$ cat src/rtl/arith_share_arbiter_if.sv
// Requester/arithmetic-unit side bundle of the shared-unit arbiter.
// The master side drives requests and unit completion; the slave side is the arbiter.
interface arith_share_arbiter_if #(parameter int DW = 8);
    logic [3:0]      req;
    logic [4*DW-1:0] req_a;
    logic [4*DW-1:0] req_b;
    logic [3:0]      gnt;
    logic [1:0]      sel;
    logic            unit_start;
    logic [DW-1:0]   unit_a;
    logic [DW-1:0]   unit_b;
    logic            unit_done;
    logic [DW-1:0]   unit_result;
    logic [3:0]      rsp_valid;
    logic [DW-1:0]   rsp_data;
    logic            rsp_err;
    logic            busy;

    modport master (
        output req, req_a, req_b, unit_done, unit_result,
        input  gnt, sel, unit_start, unit_a, unit_b, rsp_valid, rsp_data, rsp_err, busy
    );
    modport slave (
        input  req, req_a, req_b, unit_done, unit_result,
        output gnt, sel, unit_start, unit_a, unit_b, rsp_valid, rsp_data, rsp_err, busy
    );
endinterface

$ cat src/rtl/arith_share_arbiter.sv
// Round-robin share of one multicycle arithmetic unit among 4 requesters; ARB_TIMEOUT_EN adds a WAIT watchdog.
// Latency req->unit_start 1 cycle, unit_done->rsp_valid 1 cycle; requesters hold req until their rsp_valid.
module arith_share_arbiter #(
    parameter int DW          = 8,
    parameter int TIMEOUT_CYC = 64
) (
    input  logic                  clk,
    input  logic                  rst_n,
    arith_share_arbiter_if.slave  bus
);
    typedef enum logic [1:0] {S_IDLE, S_ISSUE, S_WAIT, S_RESP} state_t;

    if (TIMEOUT_CYC < 1) begin : g_bad_timeout
        $error("TIMEOUT_CYC must be at least 1");
    end

    state_t        state_q;
    logic [1:0]    ptr_q;
    logic [3:0]    gnt_q;
    logic [1:0]    sel_q;
    logic          start_q;
    logic [DW-1:0] a_q;
    logic [DW-1:0] b_q;
    logic [3:0]    rsp_vld_q;
    logic [DW-1:0] rsp_dat_q;
    logic          busy_q;

`ifdef ARB_TIMEOUT_EN
    localparam int CW = $clog2(TIMEOUT_CYC + 1);
    logic [CW-1:0] cnt_q;
    logic          err_q;
`endif

    logic [1:0] win_d;
    logic       win_vld_d;

    // Scan from the farthest offset down so the closest set bit after ptr wins.
    always_comb begin
        win_d     = ptr_q;
        win_vld_d = 1'b0;
        for (int k = 3; k >= 0; k--) begin
            if (bus.req[ptr_q + 2'(k)]) begin
                win_d     = ptr_q + 2'(k);
                win_vld_d = 1'b1;
            end
        end
    end

    always_ff @(posedge clk or negedge rst_n) begin
        if (!rst_n) begin
            state_q   <= S_IDLE;
            ptr_q     <= '0;
            gnt_q     <= '0;
            sel_q     <= '0;
            start_q   <= 1'b0;
            a_q       <= '0;
            b_q       <= '0;
            rsp_vld_q <= '0;
            rsp_dat_q <= '0;
            busy_q    <= 1'b0;
`ifdef ARB_TIMEOUT_EN
            cnt_q     <= '0;
            err_q     <= 1'b0;
`endif
        end else begin
            case (state_q)
                S_IDLE: begin
                    if (win_vld_d) begin
                        gnt_q   <= 4'b0001 << win_d;
                        sel_q   <= win_d;
                        a_q     <= bus.req_a[win_d*DW +: DW];
                        b_q     <= bus.req_b[win_d*DW +: DW];
                        start_q <= 1'b1;
                        busy_q  <= 1'b1;
                        state_q <= S_ISSUE;
                    end
                end
                S_ISSUE: begin
                    start_q <= 1'b0;
                    state_q <= S_WAIT;
`ifdef ARB_TIMEOUT_EN
                    cnt_q   <= '0;
`endif
                end
                S_WAIT: begin
                    // A done arriving together with the timeout still wins.
                    if (bus.unit_done) begin
                        rsp_dat_q <= bus.unit_result;
                        rsp_vld_q <= gnt_q;
                        ptr_q     <= sel_q + 2'd1;
                        state_q   <= S_RESP;
                    end
`ifdef ARB_TIMEOUT_EN
                    else if (cnt_q == CW'(TIMEOUT_CYC - 1)) begin
                        rsp_dat_q <= '0;
                        rsp_vld_q <= gnt_q;
                        ptr_q     <= sel_q + 2'd1;
                        err_q     <= 1'b1;
                        state_q   <= S_RESP;
                    end else begin
                        cnt_q <= cnt_q + CW'(1);
                    end
`endif
                end
                S_RESP: begin
                    rsp_vld_q <= '0;
                    gnt_q     <= '0;
                    sel_q     <= '0;
                    busy_q    <= 1'b0;
                    state_q   <= S_IDLE;
`ifdef ARB_TIMEOUT_EN
                    err_q     <= 1'b0;
`endif
                end
                default: state_q <= S_IDLE;
            endcase
        end
    end

    assign bus.gnt        = gnt_q;
    assign bus.sel        = sel_q;
    assign bus.unit_start = start_q;
    assign bus.unit_a     = a_q;
    assign bus.unit_b     = b_q;
    assign bus.rsp_valid  = rsp_vld_q;
    assign bus.rsp_data   = rsp_dat_q;
    assign bus.busy       = busy_q;
`ifdef ARB_TIMEOUT_EN
    assign bus.rsp_err    = err_q;
`else
    assign bus.rsp_err    = 1'b0;
`endif
endmodule
$ cat src/flat_wrapper.sv
// flat-port wrapper written by rule: the top's interface ports become plain ports
module arith_share_arbiter_flat 
#(
    parameter int DW          = 8,
    parameter int TIMEOUT_CYC = 64
)
  (clk, rst_n, bus_req, bus_req_a, bus_req_b, bus_unit_done, bus_unit_result, bus_gnt, bus_sel, bus_unit_start, bus_unit_a, bus_unit_b, bus_rsp_valid, bus_rsp_data, bus_rsp_err, bus_busy);
  arith_share_arbiter_if #(.DW(DW)) bus_i ();
  input  logic clk;
  input  logic rst_n;
  input wire logic [$bits(bus_i.req)-1:0] bus_req;
  input wire logic [$bits(bus_i.req_a)-1:0] bus_req_a;
  input wire logic [$bits(bus_i.req_b)-1:0] bus_req_b;
  input wire logic [$bits(bus_i.unit_done)-1:0] bus_unit_done;
  input wire logic [$bits(bus_i.unit_result)-1:0] bus_unit_result;
  output wire logic [$bits(bus_i.gnt)-1:0] bus_gnt;
  output wire logic [$bits(bus_i.sel)-1:0] bus_sel;
  output wire logic [$bits(bus_i.unit_start)-1:0] bus_unit_start;
  output wire logic [$bits(bus_i.unit_a)-1:0] bus_unit_a;
  output wire logic [$bits(bus_i.unit_b)-1:0] bus_unit_b;
  output wire logic [$bits(bus_i.rsp_valid)-1:0] bus_rsp_valid;
  output wire logic [$bits(bus_i.rsp_data)-1:0] bus_rsp_data;
  output wire logic [$bits(bus_i.rsp_err)-1:0] bus_rsp_err;
  output wire logic [$bits(bus_i.busy)-1:0] bus_busy;
  assign bus_i.req = bus_req;
  assign bus_i.req_a = bus_req_a;
  assign bus_i.req_b = bus_req_b;
  assign bus_i.unit_done = bus_unit_done;
  assign bus_i.unit_result = bus_unit_result;
  assign bus_gnt = bus_i.gnt;
  assign bus_sel = bus_i.sel;
  assign bus_unit_start = bus_i.unit_start;
  assign bus_unit_a = bus_i.unit_a;
  assign bus_unit_b = bus_i.unit_b;
  assign bus_rsp_valid = bus_i.rsp_valid;
  assign bus_rsp_data = bus_i.rsp_data;
  assign bus_rsp_err = bus_i.rsp_err;
  assign bus_busy = bus_i.busy;
  arith_share_arbiter #(.DW(DW), .TIMEOUT_CYC(TIMEOUT_CYC)) u_core (.clk(clk), .rst_n(rst_n), .bus(bus_i));
endmodule
$ cat config.mk
export PLATFORM = sky130hd
export DESIGN_NAME = arith_share_arbiter_flat
export DESIGN_NICKNAME = d
export VERILOG_FILES = /design/src/rtl/arith_share_arbiter_if.sv /design/src/rtl/arith_share_arbiter.sv /design/src/flat_wrapper.sv
export SDC_FILE = /design/constraint.sdc
export NUM_CORES = 1
export LEC_CHECK = 0
export CAP_MARGIN = 15
export CORE_AREA = 2 2 98 77
export DETAILED_ROUTE_END_ITERATION = 8
export DIE_AREA = 0 0 100 79
export PLACE_DENSITY = 0.69
export SYNTH_ARGS = -nofsm -noshare
export SYNTH_HDL_FRONTEND = slang
export SYNTH_SLANG_ARGS = --single-unit
$ cat constraint.sdc
create_clock -name clk -period 3.6 [get_ports clk]
set_input_delay 0.9 -clock clk [delete_from_list [all_inputs] [get_ports clk]]
set_output_delay 0.9 -clock clk [all_outputs]
set_load 0.1 [all_outputs]
==> metrics.md <==
| Metric | Value |
|---|---|
| Status | `finished clean` |
| Arrival time of the worst setup path | `3.07 ns` |
| Required time of the critical path | `3.78 ns` |
| Maximum number of pins on one net before global-route repair | `41` |
| Total inserted antenna cells | `0` |
| Global route overflow | `0` |
| Number of post-CTS setup repair buffers | `0` |
| WL met2 | `3110 um` |
| Hold violation count in the final report | `0` |
| Number of instances resized during post-cts repair | `0` |
| DRC viols | `0` |
| Number of global-route vias before repair | `2218` |
| Post-detailed-route via-to-cell ratio | `5.25` |
| Relative max-transition margin | `34.9%` |
| Clock Tree Root | `sky130_fd_sc_hd__clkbuf_8` |
| Length of routed wiring on met1 | `3320 um` |
| Initial detailed-routing violation count | `128` |
| Peak Freq | `346 MHz` |
| Post-route clock period utilization | `80.4%` |
| Placer congestion estimate | `0.738` |
| Wire length per cell after detailed routing | `16.5 um` |
| Worst slew pin tran | `0.973 ns` |
| Gate count after technology mapping | `229` |
| Total I/O pin count | `116` |
| Horizontal extent of the die | `100 um` |
| Longest Clk Path Bufs | `2` |
| Cell-by-cell listing of the critical path | `clkdlybuf4s50_1 > nand3b_1 > nand4b_4 > nand2_4 > mux2_2 > a221o_1` |
| Setup WS post-layout | `0.706 ns` |
| Worst Path Max Fanout | `19` |
| First-pass GRT wire length | `10900 um` |
| Type of element launching the critical path | `primary input` |
| CTS buffer count | `5` |
| Number of nets produced by synthesis | `313` |
| Synthesis Warnings | `0` |
| Number of max-cap violations | `0` |
| All-layer global routing usage | `17.2%` |
| Worst-case setup slack after placement | `0.288 ns` |
| Overall via count from detail_route | `2226` |
| Crit path capture type | `flip-flop` |
| Latest clock arrival within the worst-skew pair | `0.29 ns` |
| TritonRoute pass-1 iters | `4` |
| Highest metal layer with signal wires | `met4` |
| Number of core rows | `27` |
| Clock Sinks | `40` |
| Sum of net half-perimeters after detailed placement | `5040 um` |
| RSZ-0062 raised after global routing | `false` |
| Final nets | `420` |
| Yosys reg bits | `40` |
| Final setup fails | `0` |
| Routed wire length | `6990 um` |
| Number of antenna violations at the first check in global routing | `0` |
| CTS tree | `built` |
| Residual antenna-violating net count after detailed routing | `0` |
| # port buffers | `114` |
| Crit Path Class | `primary input to flip-flop` |
| H-tree lvl count | `2` |
| Core outline area | `7030 um^2` |
| WP buf/inv | `1` |
| Cell class contributing the biggest share of worst-path delay | `simple AND/OR/NAND/NOR gates` |
| Fin. max-slew vios | `0` |
| Vert. Die Dim | `79 um` |
| Area grow syn2layout | `52.8%` |
| Routed length on met3 | `522 um` |
| Cell area after technology mapping | `2350 um^2` |
| Proportion of layout cells with a drive suffix above 1 | `20.8%` |
| Number of unique standard cell types used by synthesis | `41` |
| Hold crit path type | `flip-flop to flip-flop` |
| Starting utilization of the core area | `33.5%` |
| Sequential fraction of the synthesis area | `42.5%` |
| Die Footprint | `7900 um^2` |
| Delay of the slowest cell on the worst path | `0.61 ns` |
| Clock Pin Slew Worst Setup and Hold Paths | `0.08 ns` |
| Final critical path time including I/O delays and setup | `2.89 ns` |
| Worst hold-check slack | `0.507 ns` |
| Critical-path top delay cell | `sky130_fd_sc_hd__clkdlybuf4s50_1` |
| Layout Skew | `0.00428 ns` |
| Cts-stage hold buffer count | `0` |
| Post-Route Setup TNS | `0 ns` |
| Mean Syn Cell Area | `10.3 um^2` |
synth_stat cells:
cell | n | area, um^2
sky130_fd_sc_hd__mux2_4 | 6 | 90.1
sky130_fd_sc_hd__nand2b_1 | 2 | 12.5
sky130_fd_sc_hd__a211oi_1 | 15 | 113
sky130_fd_sc_hd__nor2b_1 | 8 | 50.1
sky130_fd_sc_hd__nand2_1 | 16 | 60.1
sky130_fd_sc_hd__conb_1 | 1 | 3.75
sky130_fd_sc_hd__buf_6 | 2 | 22.5
sky130_fd_sc_hd__o22ai_1 | 1 | 6.26
sky130_fd_sc_hd__xnor2_1 | 1 | 8.76
sky130_fd_sc_hd__inv_1 | 4 | 15.0
sky130_fd_sc_hd__a31oi_1 | 4 | 25.0
sky130_fd_sc_hd__ha_1 | 5 | 62.6
sky130_fd_sc_hd__mux2i_1 | 1 | 10.0
sky130_fd_sc_hd__nand3b_1 | 1 | 7.51
sky130_fd_sc_hd__clkbuf_1 | 8 | 30.0
sky130_fd_sc_hd__a22oi_1 | 2 | 15.0
sky130_fd_sc_hd__dfrtp_1 | 40 | 1000
sky130_fd_sc_hd__o311ai_0 | 1 | 8.76
sky130_fd_sc_hd__a221o_1 | 15 | 150
sky130_fd_sc_hd__nor2_1 | 6 | 22.5
sky130_fd_sc_hd__o21ai_0 | 29 | 145
sky130_fd_sc_hd__o32a_1 | 1 | 10.0
sky130_fd_sc_hd__or4_1 | 1 | 7.51
sky130_fd_sc_hd__mux2_2 | 17 | 191
sky130_fd_sc_hd__nand3_1 | 16 | 80.1
sky130_fd_sc_hd__o21ai_1 | 3 | 15.0
sky130_fd_sc_hd__o221a_2 | 1 | 11.3
sky130_fd_sc_hd__buf_4 | 1 | 7.51
sky130_fd_sc_hd__buf_2 | 6 | 30.0
sky130_fd_sc_hd__or3_4 | 1 | 11.3
sky130_fd_sc_hd__o221ai_1 | 1 | 8.76
sky130_fd_sc_hd__o21ai_2 | 1 | 8.76
sky130_fd_sc_hd__nand4b_4 | 1 | 23.8
sky130_fd_sc_hd__nand2_2 | 1 | 6.26
sky130_fd_sc_hd__nand2_4 | 1 | 11.3
sky130_fd_sc_hd__o31ai_1 | 4 | 30.0
sky130_fd_sc_hd__and2_1 | 1 | 6.26
sky130_fd_sc_hd__a211o_1 | 1 | 8.76
sky130_fd_sc_hd__a2bb2oi_1 | 1 | 8.76
sky130_fd_sc_hd__o21a_1 | 1 | 7.51
sky130_fd_sc_hd__and4b_1 | 1 | 10.0
stage by stage:
| step | area (um^2) | utilization [%] | cells |
|---|---|---|---|
| after floorplan | 2350 | - | 229 |
| after global placement | 3460 | 49.2 | 415 |
| after detailed placement | 3460 | 49.2 | 415 |
| after CTS | 3590 | 51.0 | 423 |
| after global routing | 3600 | 51.2 | 424 |
| final | 3600 | 51.2 | 424 |
cells by family (layout without fill, tap and decap cells):
group | Yosys count | in the layout | share of synthesized area (%)
buffers and inverters | 21 | 129 | 4.47
adder cells (fa/ha/maj) | 5 | 5 | 2.66
AND/OR/NAND/NOR | 56 | 56 | 13.1
flip-flops | 40 | 40 | 42.5
XOR/XNOR | 1 | 1 | 0.372
other | 1 | 1 | 0.159
multiplexers | 24 | 24 | 12.4
AO/OA/AOI/OAI | 81 | 81 | 24.3
state kept, by name, indices dropped and copies added, names as in the netlist:
signal / cells
u_core.state_q: 2
u_core.bus.unit_start: 1
u_core.bus.sel: 2
u_core.bus.rsp_valid: 4
u_core.bus.gnt: 4
u_core.bus.busy: 1
u_core.ptr_q: 2
u_core.bus.rsp_data: 8
u_core.bus.unit_b: 8
u_core.bus.unit_a: 8
worst paths after layout:
| kind | from | endpoint | slack [ns] | cells past startpoint |
|---|---|---|---|---|
| max | bus_req[3] | u_core.bus.unit_a[4] | 0.71 | 6 |
| min | u_core.bus.unit_b[2] | u_core.bus.unit_b[2] | 0.51 | 2 |
| max reg2reg | u_core.ptr_q[1] | u_core.bus.unit_a[4] | 1.44 | 5 |
| min reg2reg | u_core.bus.unit_b[2] | u_core.bus.unit_b[2] | 0.51 | 2 |
| max in group asynchronous | rst_n | u_core.bus.unit_a[3] | 2.30 | 1 |
| min in group asynchronous | rst_n | u_core.bus.unit_b[1] | 0.74 | 1 |
cells in the final DEF (no fill, tap or decap), drive strengths merged, types with 2 or more instances in the layout:
| cell | count |
|---|---|
| inv | 4 |
| nor2 | 6 |
| nand2 | 18 |
| clkbuf | 7 |
| a22oi | 2 |
| o21ai | 33 |
| a31oi | 4 |
| clkdlybuf4s50 | 85 |
| o31ai | 4 |
| nor2b | 8 |
| mux2 | 23 |
| nand2b | 2 |
| a221o | 15 |
| nand3 | 16 |
| ha | 5 |
| a211oi | 15 |
| dfrtp | 40 |
| buf | 32 |
worst min-delay path, cell delays in order (launching register included):
cell and delay [ns]:
sky130_fd_sc_hd__dfrtp_1 0.35, sky130_fd_sc_hd__nand2_1 0.05, sky130_fd_sc_hd__o311ai_0 0.07
area by class of cell:
type                    count  area, um^2
well taps                  87         109
multi-input cells         168        1250
repair buffers            117        1090
inverters                   4        15.0
fillers                   657        3430
clock buffers               7        96.3
clock inverters             1        30.0
flip-flops and latches     40        1000
metal layers:
metal	up-vias	GRT usage [%]
met2	83	27.8
li1	1080	-
met1	1058	23.9
met4	0	2.60
met3	5	4.14
met5	-	0
Power is left out: the tool's default activity adds up to more than one toggle a clock period on the data nets, which glitch-free logic cannot reach.
